### config.mk
export PLATFORM = sky130hd
export DESIGN_NAME = shader_spi_loader
export DESIGN_NICKNAME = d
export VERILOG_FILES = /design/src/rtl/shader_spi_loader.sv
export SDC_FILE = /design/constraint.sdc
export NUM_CORES = 1
export LEC_CHECK = 0
export ABC_CLOCK_PERIOD_IN_PS = 2200
export CORE_AREA = 2 2 71 73
export CTS_CLUSTER_SIZE = 20
export DETAILED_ROUTE_END_ITERATION = 6
export DIE_AREA = 0 0 73 75
export PLACE_DENSITY = 0.79
export SYNTH_ARGS = -nofsm -noshare
export SYNTH_HDL_FRONTEND = slang
export SYNTH_SLANG_ARGS = --single-unit
### constraint.sdc
create_clock -name clk -period 2.2 [get_ports clk]
set_input_delay 0.22 -clock clk [delete_from_list [all_inputs] [get_ports clk]]
set_output_delay 0.22 -clock clk [all_outputs]
set_load 0.1 [all_outputs]
### src/rtl/shader_spi_loader.sv
`timescale 1ns/1ps
// shader_spi_loader: SPI mode-0 slave that writes and reads back the shader instruction memory.
// Latency: mem_we 1 clk after the synchronized 8th rise; read data reaches tx 2 clk after the fetch.
// Backpressure: none; the SPI master paces everything and busy stalls shader execution meanwhile.
//
// Ports:
//   clk, rst                 system clock, async active-high reset
//   spi_cs/sclk/mosi (in)    raw SPI pins, asynchronous to clk; spi_miso (out) serial read data
//   mem_addr/wdata/we (out)  memory address, write data, one-clk write strobe
//   mem_rdata (in)           memory read data, valid 1 clk after mem_addr changes
//   busy (out)               high while a frame is being decoded
module shader_spi_loader #(
  parameter int DATA_W      = 8,
  parameter int ADDR_W      = 4,
  parameter int MEM_DEPTH   = 16,
  parameter int SYNC_STAGES = 2
) (
  input  logic              clk,
  input  logic              rst,
  input  logic              spi_cs,
  input  logic              spi_sclk,
  input  logic              spi_mosi,
  output logic              spi_miso,
  output logic [ADDR_W-1:0] mem_addr,
  output logic [DATA_W-1:0] mem_wdata,
  output logic              mem_we,
  input  logic [DATA_W-1:0] mem_rdata,
  output logic              busy
);

  localparam int CNT_W = $clog2(DATA_W);

  typedef enum logic [2:0] {
    ST_IDLE,
    ST_CMD,
    ST_ADDR,
    ST_WRITE,
    ST_READ,
    ST_IGNORE
  } state_t;

  state_t state_q, state_d;

  // Synchronizers; cs resets high so a released reset never looks like a frame start.
  logic [SYNC_STAGES-1:0] cs_sync_q, sclk_sync_q, mosi_sync_q;
  logic                   sclk_prev_q, cs_prev_q;

  logic [CNT_W-1:0]  bit_cnt_q;
  logic [DATA_W-1:0] rx_q;
  logic [DATA_W-1:0] tx_q;
  logic              rd_mode_q;
  logic [ADDR_W-1:0] addr_q;
  logic [1:0]        fetch_q;   // bit0: address presented, bit1: mem_rdata valid
  logic              miso_q;
  logic [ADDR_W-1:0] mem_addr_q;
  logic [DATA_W-1:0] mem_wdata_q;
  logic              mem_we_q;

  logic              cs_s, sclk_s, mosi_s;
  logic              sclk_rise, sclk_fall, cs_fall, byte_done;
  logic [DATA_W-1:0] rx_byte;
  logic [ADDR_W-1:0] addr_next;

  assign cs_s   = cs_sync_q[SYNC_STAGES-1];
  assign sclk_s = sclk_sync_q[SYNC_STAGES-1];
  assign mosi_s = mosi_sync_q[SYNC_STAGES-1];

  assign sclk_rise = sclk_s & ~sclk_prev_q;
  assign sclk_fall = ~sclk_s & sclk_prev_q;
  assign cs_fall   = ~cs_s & cs_prev_q;

  // Gated by cs so a deselect coinciding with the 8th rise never completes a byte.
  assign byte_done = sclk_rise && !cs_s && (state_q != ST_IDLE) &&
                     (bit_cnt_q == CNT_W'(DATA_W - 1));
  assign rx_byte   = {rx_q[DATA_W-2:0], mosi_s};
  assign addr_next = (addr_q == ADDR_W'(MEM_DEPTH - 1)) ? '0 : addr_q + 1'b1;

  assign spi_miso  = miso_q;
  assign mem_addr  = mem_addr_q;
  assign mem_wdata = mem_wdata_q;
  assign mem_we    = mem_we_q;
  assign busy      = (state_q != ST_IDLE);

  always_ff @(posedge clk or posedge rst) begin
    if (rst) begin
      state_q <= ST_IDLE;
    end else begin
      state_q <= state_d;
    end
  end

  always_comb begin
    state_d = state_q;
    if (cs_s) begin
      state_d = ST_IDLE;
    end else begin
      case (state_q)
        ST_IDLE: if (cs_fall) state_d = ST_CMD;
        ST_CMD: begin
          if (byte_done) begin
            if (rx_byte == DATA_W'(8'h02) || rx_byte == DATA_W'(8'h03)) begin
              state_d = ST_ADDR;
            end else begin
              state_d = ST_IGNORE;
            end
          end
        end
        ST_ADDR: if (byte_done) state_d = rd_mode_q ? ST_READ : ST_WRITE;
        default: state_d = state_q;
      endcase
    end
  end

  always_ff @(posedge clk or posedge rst) begin
    if (rst) begin
      cs_sync_q   <= '1;
      sclk_sync_q <= '0;
      mosi_sync_q <= '0;
      sclk_prev_q <= 1'b0;
      cs_prev_q   <= 1'b1;
      bit_cnt_q   <= '0;
      rx_q        <= '0;
      tx_q        <= '0;
      rd_mode_q   <= 1'b0;
      addr_q      <= '0;
      fetch_q     <= '0;
      miso_q      <= 1'b0;
      mem_addr_q  <= '0;
      mem_wdata_q <= '0;
      mem_we_q    <= 1'b0;
    end else begin
      cs_sync_q   <= {cs_sync_q[SYNC_STAGES-2:0], spi_cs};
      sclk_sync_q <= {sclk_sync_q[SYNC_STAGES-2:0], spi_sclk};
      mosi_sync_q <= {mosi_sync_q[SYNC_STAGES-2:0], spi_mosi};
      sclk_prev_q <= sclk_s;
      cs_prev_q   <= cs_s;
      mem_we_q    <= 1'b0;
      fetch_q     <= {fetch_q[0], 1'b0};

      if (cs_s) begin
        bit_cnt_q <= '0;
        miso_q    <= 1'b0;
        fetch_q   <= '0;
      end else if (state_q != ST_IDLE) begin
        if (sclk_rise) begin
          bit_cnt_q <= byte_done ? '0 : bit_cnt_q + 1'b1;
          rx_q      <= rx_byte;
        end

        if (byte_done) begin
          case (state_q)
            ST_CMD: rd_mode_q <= (rx_byte == DATA_W'(8'h03));
            ST_ADDR: begin
              addr_q <= rx_byte[ADDR_W-1:0];
              if (rd_mode_q) begin
                mem_addr_q <= rx_byte[ADDR_W-1:0];
                fetch_q    <= 2'b01;
              end
            end
            ST_WRITE: begin
              mem_addr_q  <= addr_q;
              mem_wdata_q <= rx_byte;
              mem_we_q    <= 1'b1;
              addr_q      <= addr_next;
            end
            ST_READ: begin
              addr_q     <= addr_next;
              mem_addr_q <= addr_next;
              fetch_q    <= 2'b01;
            end
            default: ;
          endcase
        end

        if (sclk_fall && state_q == ST_READ) begin
          miso_q <= tx_q[DATA_W-1];
          tx_q   <= {tx_q[DATA_W-2:0], 1'b0};
        end

        // Fetched word overrides any shift; it lands well before the next fall.
        if (fetch_q[1]) begin
          tx_q <= mem_rdata;
        end
      end
    end
  end

endmodule

Word-level counts from Yosys, hierarchy flattened --
Index checks and enable logic that the tools add are counted.
Cells by class: $add $sub $neg 2, equal/unequal tests 12, muxes and demuxes 29, bitwise gates (word level) 6, reduce and logical (&&, ||, !) cells 25
Operators with widths (number):
- 3-bit two-way mux | 10
- 8-bit by 2-bit equality test with 1-bit output (second input constant) | 2
- 8-bit two-way mux | 2
- 4-bit AND reduction | 4
- 4-bit one-hot mux with 3 select lines | 1
- 2-bit nonzero test | 5
- 3-bit inequality test (second input constant) | 3
- 3-bit one-hot mux with 3 select lines | 1
- 2-bit two-way mux | 4
- 4-bit two-way mux | 2
- 4-bit one-hot mux with 2 select lines | 1
- 1-bit two-way mux | 7
- 3-bit by 2-bit equality test with 1-bit output (second input constant) | 2
- 3-bit equality test (second input constant) | 2
- 3-bit AND reduction | 2
- 3-bit nonzero test | 2
- 5-bit AND reduction | 1
- 4-bit by 1-bit adder with 4-bit output (second input constant) | 1
- 4-bit equality test (second input constant) | 1
- 1-bit logical AND | 4
- 2-bit one-hot mux with 2 select lines | 1
- 2-bit AND reduction | 2
- 4-bit nonzero test | 1
- 3-bit by 1-bit adder with 3-bit output (second input constant) | 1
- 8 further kinds | 12
Word-level totals: flip-flop bits (word level) 50, input port bits 13, logic and storage cells 90

Logic depth before layout (Yosys ltp) --
Gate-level depths: netlist (run 1).
word-level depth 9, gate-level depth with buffers 7, gate-level depth less buffers 6

Least setup slack after synthesis (run 1) --
Ideal clock, no wire load.
kind reg-to-reg, from reg state_q[2], to reg mem_wdata_q[0], in the netlist mem_wdata[0], setup time 0.125 ns, data arrival time 2.203 ns, path slack -0.128 ns, stages on the path, launching flop included 7, period minus slack after synthesis 2.328 ns, path through dfrtp_1 -> clkbuf_1 -> nor3_2 -> inv_1 -> nand3_1 -> nor2_2 -> mux2_2
Between the ends: cells in the longest elaborated chain, start to end 4
RTL lines:
- start: declaration | RTL line 42 | state_t state_q, state_d;
- start signal: assignment | RTL line 88 | state_q <= state_d;
- 3-bit nonzero test *
- named net busy | RTL line 28 | output logic busy
- 1-bit logical AND (2 in series) | RTL line 73 | assign byte_done = sclk_rise && !cs_s && (state_q != ST_IDLE) &&
- 4-bit AND reduction (no line) *
- end signal: assignment | RTL line 162 | mem_wdata_q <= rx_byte;
- end: declaration | RTL line 56 | logic [DATA_W-1:0] mem_wdata_q;
Mark *: on every way through the listed nets, which the timed path passes. The rest lies on a longest branch. A chain may end at the register's enable or synchronous reset.

Worst setup path after layout (run 1) --
from reg state_q[0], to reg addr_q[3]
Between the ends: cells in the longest elaborated chain, start to end 4
RTL lines:
- 3-bit equality test, or another cell as far along | RTL line 151 | case (state_q)
- 2-bit OR reduction (no line) or 1-bit logical AND (tied branches)
- 2-bit nonzero test (no line) or 1-bit logical AND (tied branches)
- 4-bit AND reduction (no line)
- end signal: assignment | RTL line 154 | addr_q <= rx_byte[ADDR_W-1:0];
- end signal: assignment | RTL line 164 | addr_q <= addr_next;
- end signal: assignment | RTL line 167 | addr_q <= addr_next;
- end: declaration | RTL line 52 | logic [ADDR_W-1:0] addr_q;
Parallel ways exist; a longest one is shown, timed or not.

==> results.txt, run 1 <==
The slowest stage of the critical path belongs to the cell a2111oi_4. The post-route clock period utilization was 0.895. By startpoint and endpoint, the worst setup path is classified as reg2reg. The final max-slew violation count is 0. The flow ran to the end, and the final reports show no timing, DRC or antenna violations. After synthesis the netlist holds a flip-flop and latch count of 50. The run gives 2.19 ns as the arrival time of the worst setup path.

The synthesized design contains 0 enable-type register cells. The proportion of netlist area held by the largest area contributor came out at 0.509. On the final layout, the worst clock skew is 0.00644 ns. Each instance of the synthesized netlist takes up on average 11.5 µm². Maximum number of pins on one net before global-route repair: 41.

The mapped netlist covers 2310 µm². In this run the worst hold path is classified as in2async. The fraction of the yosys area taken by sequential cells was 0.543.

The floorplan step defined a core boundary enclosing 4660 µm². In this run the critical register-to-register path is captured at addr_q[3]$_DFFE_PP0P_. Endpoint kind of the worst setup timing path: a flop. At the placement stage, the worst setup path has a slack of 0.189 ns. The count of endpoints failing hold in the final timing report came out at 0. The routability congestion estimate from global placement was 0.898; the peak supply drop was 0.000468 V.

The number of nets produced by synthesis came out at 217. The critical path's largest stage delay is 0.59 ns. Most common cell after layout, fill and taps aside: dfrtp_1. Leaving out fill and tap cells, the most frequent cells in the layout are 47 x dfrtp_1, 21 x buf_4, 17 x mux2_2.

The worst path buffer plus inverter count works out to 0. The cell chosen for the clock root is clkbuf_8. The reported leakage power is 1.27 nW, and the slack of the worst reg-to-reg path is 0.23 ns. The area of the die was 5480 µm²; the maximum root-to-sink buffer count was 2. The number of nets with antenna violations after detailed routing was 0; the number of distinct library cells after synthesis was 44.

In the post-synthesis netlist, the biggest area contributors are dfrtp_1 51%, mux2_2 8.3%, mux2i_1 6.1%. Dividing the detail-routed via count by the number of cells gives 5.74. The run gives 281 as the post-placement cell count. TritonCTS built the clock tree. The routed wire length per instance was 15.2 µm; the count of routing violations after the opening detailed-route iteration was 115.

The number of failing setup endpoints in the final timing report is 0. The transition time at the pin with the least slew margin is 0.515 ns, and the global routing usage summed across all routing layers is 0.178. Across all setup checks in the final design, the least slack found is 0.230 ns.

The clock-pin slew on the worst setup and hold paths is 0.10 ns. The final cell count without fillers is 291, and the worst hold-check slack is 0.142 ns. Detailed placement ended at an HPWL of 3040 µm. In this run the count of I/O pins placed on the die edge is 28. The run gives 0.656 as the headroom to the max-slew limit. The number of buffers created by CTS is 5, and the worst reg-to-reg path cell count is 4. The cell type contributing the most total cell area after synthesis is dfrtp_1. The wire length of the first global-routing pass was 7510 µm; the post-detailed-route DRC marker count was 0. The total overflow left after global routing is 0.

The signal on the critical path passes through or3b_1 -> a2111oi_4 -> o21ai_1 -> o22ai_1. The worst path needs 1.97 ns of the cycle, external delays included. For the worst setup path, the data required time is 2.42 ns. The die is 75 µm tall. Buffers placed on the I/O ports in this run total 27. Total negative slack: 0 ns. The worst register-to-register path begins at state_q[0]$_DFFE_PP0P_. The floorplan die width works out to 73 µm.

For the number of antenna violations at the first check in global routing, the log shows 0. For this block, the routed nets add up to 4430 µm of wire. Static timing analysis puts the maximum clock frequency at 0.508 GHz. Broken down by cell family, the worst path's largest delay share belongs to compound AO/OA/AOI/OAI gates. For the initial standard-cell utilization of the core, the log shows 0.496.

Setup repair after global routing left no endpoint under its margin. In this run, post-CTS repair resized a total of 0 instances. Yosys printed 0 warnings. The fraction of final layout cells with drive strength greater than 1 was 0.245; the maximum level of the CTS H-tree was 2. The floorplan has 25 rows. The proportion of synthesized flip-flops having asynchronous set or reset was 1.00; the max-cap violation count was 0. After the last flow step, the layout net total stands at 252.

After technology mapping, the gate count stands at 201. The via count of the first global-routing pass is 1619. The sort of element at the start of the critical path is a flop. The prevailing post-synth register cell was dfrtp_1.

The logs give 4 for the length of the first detailed-routing pass in iterations and 0.31 ns for the later-pin clock latency in the skew report. The post-synthesis to final-layout area growth works out to 20.9%. The biggest fanout along the worst timing path was 8; the number of clock sinks seen by CTS was 50. The detailed router placed 1670 vias in this run. The power density over the cells is 727 nW/µm², and the number of antenna cells inserted is 0.
synthesized netlist by cell type (4+ instances only):
cell      instances
nand2b_1          4
nand3b_1          4
dfrtp_1          47
nor3_1            4
mux2i_1          14
a21oi_1          10
inv_1            11
mux2_2           17
clkbuf_1          4
nand3_1           4
o21ai_0          15
nor2_1           12
nand2_1          10
worst max path at each step:
stage	slack [ns]	from	end	cells past startpoint
2_1_floorplan	0.008	state_q[2]$_DFFE_PP0P_	tx_q[1]$_DFFE_PP0P_	6
3_3_place_gp	0.21	state_q[0]$_DFFE_PP0P_	tx_q[4]$_DFFE_PP0P_	4
3_5_place_dp	0.19	state_q[0]$_DFFE_PP0P_	tx_q[4]$_DFFE_PP0P_	4
4_1_cts	0.14	state_q[0]$_DFFE_PP0P_	tx_q[1]$_DFFE_PP0P_	4
5_1_grt	0.08	state_q[0]$_DFFE_PP0P_	addr_q[3]$_DFFE_PP0P_	4
6_report	0.23	state_q[0]$_DFFE_PP0P_	addr_q[3]$_DFFE_PP0P_	4
registers in the layout, indices dropped and copies added, names as in the netlist, 2 cells and up:
register and cells:
state_q 3, cs_sync_q 2, mem_wdata 8, mem_addr 4, mosi_sync_q 2, addr_q 4, sclk_sync_q 2, fetch_q 2
rx_q 7, bit_cnt_q 3, tx_q 8
report_power, final:
| group | total, mW | switching (mW) | internal (mW) |
|---|---|---|---|
| Combinational | 0.266 | 0.133 | 0.133 |
| Clock | 0.671 | 0.324 | 0.347 |
| Sequential | 1.09 | 0.0857 | 1.01 |
| Total | 2.03 | 0.543 | 1.49 |
per-layer routing:
metal  GRT usage  wire (µm)  vias up
li1            -          -      801
met5           0          0        -
met1       0.241       1970      806
met2       0.289       2170       55
met3      0.0375        220        8
met4      0.0535         61        0
final cells by class:
| class | count | area, µm² |
|---|---|---|
| repair buffers | 35 | 318 |
| clock inverters | 3 | 47.5 |
| inverters | 11 | 45.0 |
| fillers | 385 | 1870 |
| clock buffers | 5 | 68.8 |
| well taps | 54 | 67.6 |
| flip-flops and latches | 50 | 1250 |
| multi-input cells | 133 | 992 |
logic make-up (layout without fill, tap and decap cells):
| logic type | after synthesis | after routing | share of synthesized area |
|---|---|---|---|
| simple gates | 55 | 55 | 0.137 |
| flops | 50 | 50 | 0.543 |
| compound gates | 44 | 44 | 0.130 |
| mux | 31 | 31 | 0.143 |
| buf+inv | 18 | 54 | 0.0303 |
| fa+ha+maj | 3 | 3 | 0.0162 |
stage by stage:
stage / instance area, µm² / power, mW / util
final: 2790 / 2.03 / 0.599
after global routing: 2790 / 2.13 / 0.599
after CTS: 2780 / 2.05 / 0.596
after detailed placement: 2660 / 1.38 / 0.571
after global placement: 2660 / 1.37 / 0.571
after floorplan: 2320 / 1.28 / -
what timing repair did:
action                                  4_1_cts  5_1_grt
setup buffers                                 0        2
endpoints found under the setup margin        0        6
hold buffers                                  0        0
(Power assumes the default switching activity.)
==> run 2: changes to the inputs <==
PLACE_DENSITY = 0.72   (was 0.79)
==> run 2 against run 1 <==
  * First-iteration DRC count up 9.6%
  * Global-route usage down 0.85 points
  * Power up 5.3%
  * Clock power up 16%
  * Combinational power about the same
  * Cell area up 0.67%
  * Final cell count down 0.34%
  * Critical path type unchanged
  * Largest cell class unchanged
  * Largest power group unchanged
  * Highest routed layer unchanged
==> results.txt, run 2 (synthesis gave the netlist of run 1 again) <==
The flow ran to the end, and the final reports show no timing, DRC or antenna violations. The arrival time of the worst setup path was 2.19 ns (about the same). The fraction of final layout cells with drive strength greater than 1 is 0.242 (-0.00320), and the critical path's largest stage delay is 0.39 ns (-0.20 ns).

The logs give 0 (unchanged) for the count of endpoints failing hold in the final timing report and 0 (unchanged) for the number of failing setup endpoints in the final timing report. For the slack of the worst reg-to-reg path, the log shows 0.21 ns (-0.02 ns). Final core area utilization: 0.603 (+0.00403). The worst hold-check path type was in2async. Walking the worst path, the cells encountered are ha_1 -> ha_1 -> and3b_1 -> nand3_1 -> nor2_2 -> mux2_2. The wire length reported by the detailed router was 4280 µm (-3.4%); the net count of the finished layout was 251 (-0.40%).

The transition time at the pin with the least slew margin was 0.499 ns (-0.0162 ns). The number of nets with antenna violations after detailed routing came out at 0 (unchanged). The tools report the wire length of the first global-routing pass as 7020 µm (-6.5%). The biggest fanout along the worst timing path is 9 (+1). Routability congestion estimate from global placement: 0.927 (+3.2%). The post-placement cell count is 282 (+0.36%). The logs give 2 (unchanged) for the maximum level of the CTS H-tree and 0.668 (+0.0115) for the headroom to the max-slew limit. TritonCTS built the clock tree. The number of port buffers came out at 27 (unchanged). The number of resized instances in the post-cts repair step is 0 (unchanged), and the post-detailed-route DRC marker count is 0 (unchanged). The I/O pin count was 28 (unchanged).

The tools report the endpoint of the worst register-to-register path as mem_wdata[5]$_DFFE_PP0P_. The die span in y is 75 µm (unchanged). The tools report the global-route congestion overflow total as 0 (unchanged). Post-CTS setup buffer count: 0 (unchanged).

The max-cap violation count is 0 (unchanged). For the detailed-placement wirelength estimate, the log shows 2960 µm (-2.8%). The number of antenna cells inserted was 0 (unchanged); the post-route clock period utilization was 0.906 (+0.0111). Relative to the synthesized area, the layout overhead comes to 21.7%. The floorplan die width was 73 µm (unchanged); the number of vias in the routed layout was 1660 (-0.60%). For the reported leakage power, the log shows 1.28 nW (+0.53%). The logs give 0.000547 V (+17%) for the peak supply drop and 2670 µm² (+0.28%) for the cell area reported after detailed placement. The tools report the via count of the first global-routing pass as 1483 (-8.4%). The tools report the final cell count without fillers as 290 (-0.34%).

The worst register-to-register path begins at bit_cnt_q[0]$_DFFE_PP0P_. The tools report the data required time at the worst endpoint as 2.40 ns (-0.02 ns). The area of the die was 5480 µm² (unchanged). The routed wire length per instance was 14.8 µm (-3.1%).

The worst setup path is captured at a flop. In this run the clock root is driven by a clkbuf_8. Setup repair after global routing left no endpoint under its margin. Total negative slack: 0 ns (unchanged). The number of clock sinks seen by CTS was 50 (unchanged).

The global routing usage summed across all routing layers was 0.169 (-0.00847); the worst reg-to-reg path cell count was 6 (+2). Most frequent cell on the critical path: ha_1. For the number of placement rows, the log shows 25 (unchanged). The highest attainable clock frequency was 0.501 GHz (-1.2%); the initial standard-cell utilization of the core was 0.496 (unchanged).

The setup path with the least slack is of type reg2reg. The area of the core was 4660 µm² (unchanged). Leaving out fill and tap cells, the most frequent cell in the layout is dfrtp_1.

The run gives 0 (unchanged) as the final max-slew violation count. The logs give 5 (unchanged) for the number of buffers created by CTS and 0 (unchanged) for the number of antenna violations at the first check in global routing. The maximum number of pins on one net before global-route repair is 51 (+24%), and the clock-pin slew on the worst setup and hold paths is 0.09 ns (about the same). Power density over the cells: 760 nW/µm² (+4.6%). The worst setup path is launched from a flop.

The number of hold-repair buffers added at the cts stage was 0 (unchanged); the count of routing violations after the opening detailed-route iteration was 126 (+9.6%). The final period demand of the worst path is 1.99 ns (+0.0244 ns), and the post-route standard cell area excluding fillers is 2810 µm² (+0.67%). The library cells used most frequently in the layout, excluding fill and tap cells, are 47 x dfrtp_1, 20 x buf_4, 17 x mux2_2. Ratio of routed vias to standard cells: 5.72 (-0.26%). The clock skew after layout is 0.00973 ns (+0.00328 ns), and the maximum root-to-sink buffer count is 2 (unchanged). The standard cell with the maximum stage delay on the critical path was nor2_2. The tools report the pre-CTS worst setup slack as 0.192 ns (+0.00350 ns). The later-pin clock latency in the skew report is 0.30 ns (about the same), and the length of the first detailed-routing pass in iterations is 5 (+1). The setup slack after layout was 0.206 ns (-0.0244 ns).
==> run 2: cell count changes in the layout (fill, tap and decap cells not counted), sizes merged <==
cell / previous run / this run
clkbuf: 5 / 6
bufinv: 1 / 2
inv: 12 / 10
buf: 23 / 22
==> run 2: layout make-up <==
type | instances | area, µm²
Clock buffer | 6 | 82.6
Clock inverter | 2 | 60.1
Fill cell | 390 | 1850
Inverter | 11 | 45.0
Multi-Input combinational cell | 133 | 992
Sequential cell | 50 | 1250
Tap cell | 54 | 67.6
Timing Repair Buffer | 34 | 310
==> run 2: worst max-delay path, delay by kind of cell (launching register included) <==
family                     cells  cell delay, ns
and+or+nand+nor                3            0.75
DFF                            1            0.37
muxes                          1            0.39
adders and majority gates      2            0.37
==> run 2: where the power goes <==
group | internal (mW) | switching, mW | total, mW
clock | 0.485 | 0.295 | 0.779
sequential | 1.01 | 0.0837 | 1.09
combinational | 0.133 | 0.134 | 0.267
==> run 2: worst max path at each step <==
| stage | start | end | cells after the start |
|---|---|---|---|
| after global routing | bit_cnt_q[0]$_DFFE_PP0P_ | mem_wdata[5]$_DFFE_PP0P_ | 6 |
| after detailed placement | bit_cnt_q[0]$_DFFE_PP0P_ | mem_wdata[6]$_DFFE_PP0P_ | 6 |
| after floorplan | state_q[2]$_DFFE_PP0P_ | tx_q[1]$_DFFE_PP0P_ | 6 |
| final | bit_cnt_q[0]$_DFFE_PP0P_ | mem_wdata[5]$_DFFE_PP0P_ | 6 |
| after global placement | bit_cnt_q[0]$_DFFE_PP0P_ | mem_wdata[1]$_DFFE_PP0P_ | 6 |
| after CTS | bit_cnt_q[0]$_DFFE_PP0P_ | mem_wdata[6]$_DFFE_PP0P_ | 6 |
==> run 2: routing by layer <==
metal / part of all wire / track usage / vias to the layer above
met5: 0 / 0 / -
met4: 0.013 / 0.0658 / 0
met3: 0.050 / 0.0455 / 8
met2: 0.46 / 0.249 / 49
met1: 0.48 / 0.240 / 805
li1: - / - / 798
==> run 2: through the flow <==
step / total power [mW] / hold slack (ns)
floorplan: 1.28 / 0.224
global placement: 1.37 / 0.334
detailed placement: 1.38 / 0.335
CTS: 2.16 / 0.277
global route: 2.24 / 0.305
finish: 2.14 / 0.268
==> run 3: changes to the inputs <==
CAP_MARGIN = 0   (was default)
CTS_CLUSTER_DIAMETER = 80   (was default)
==> results of run 3 <==
The final DEF is identical to that of run 2; final timing and power are the same.
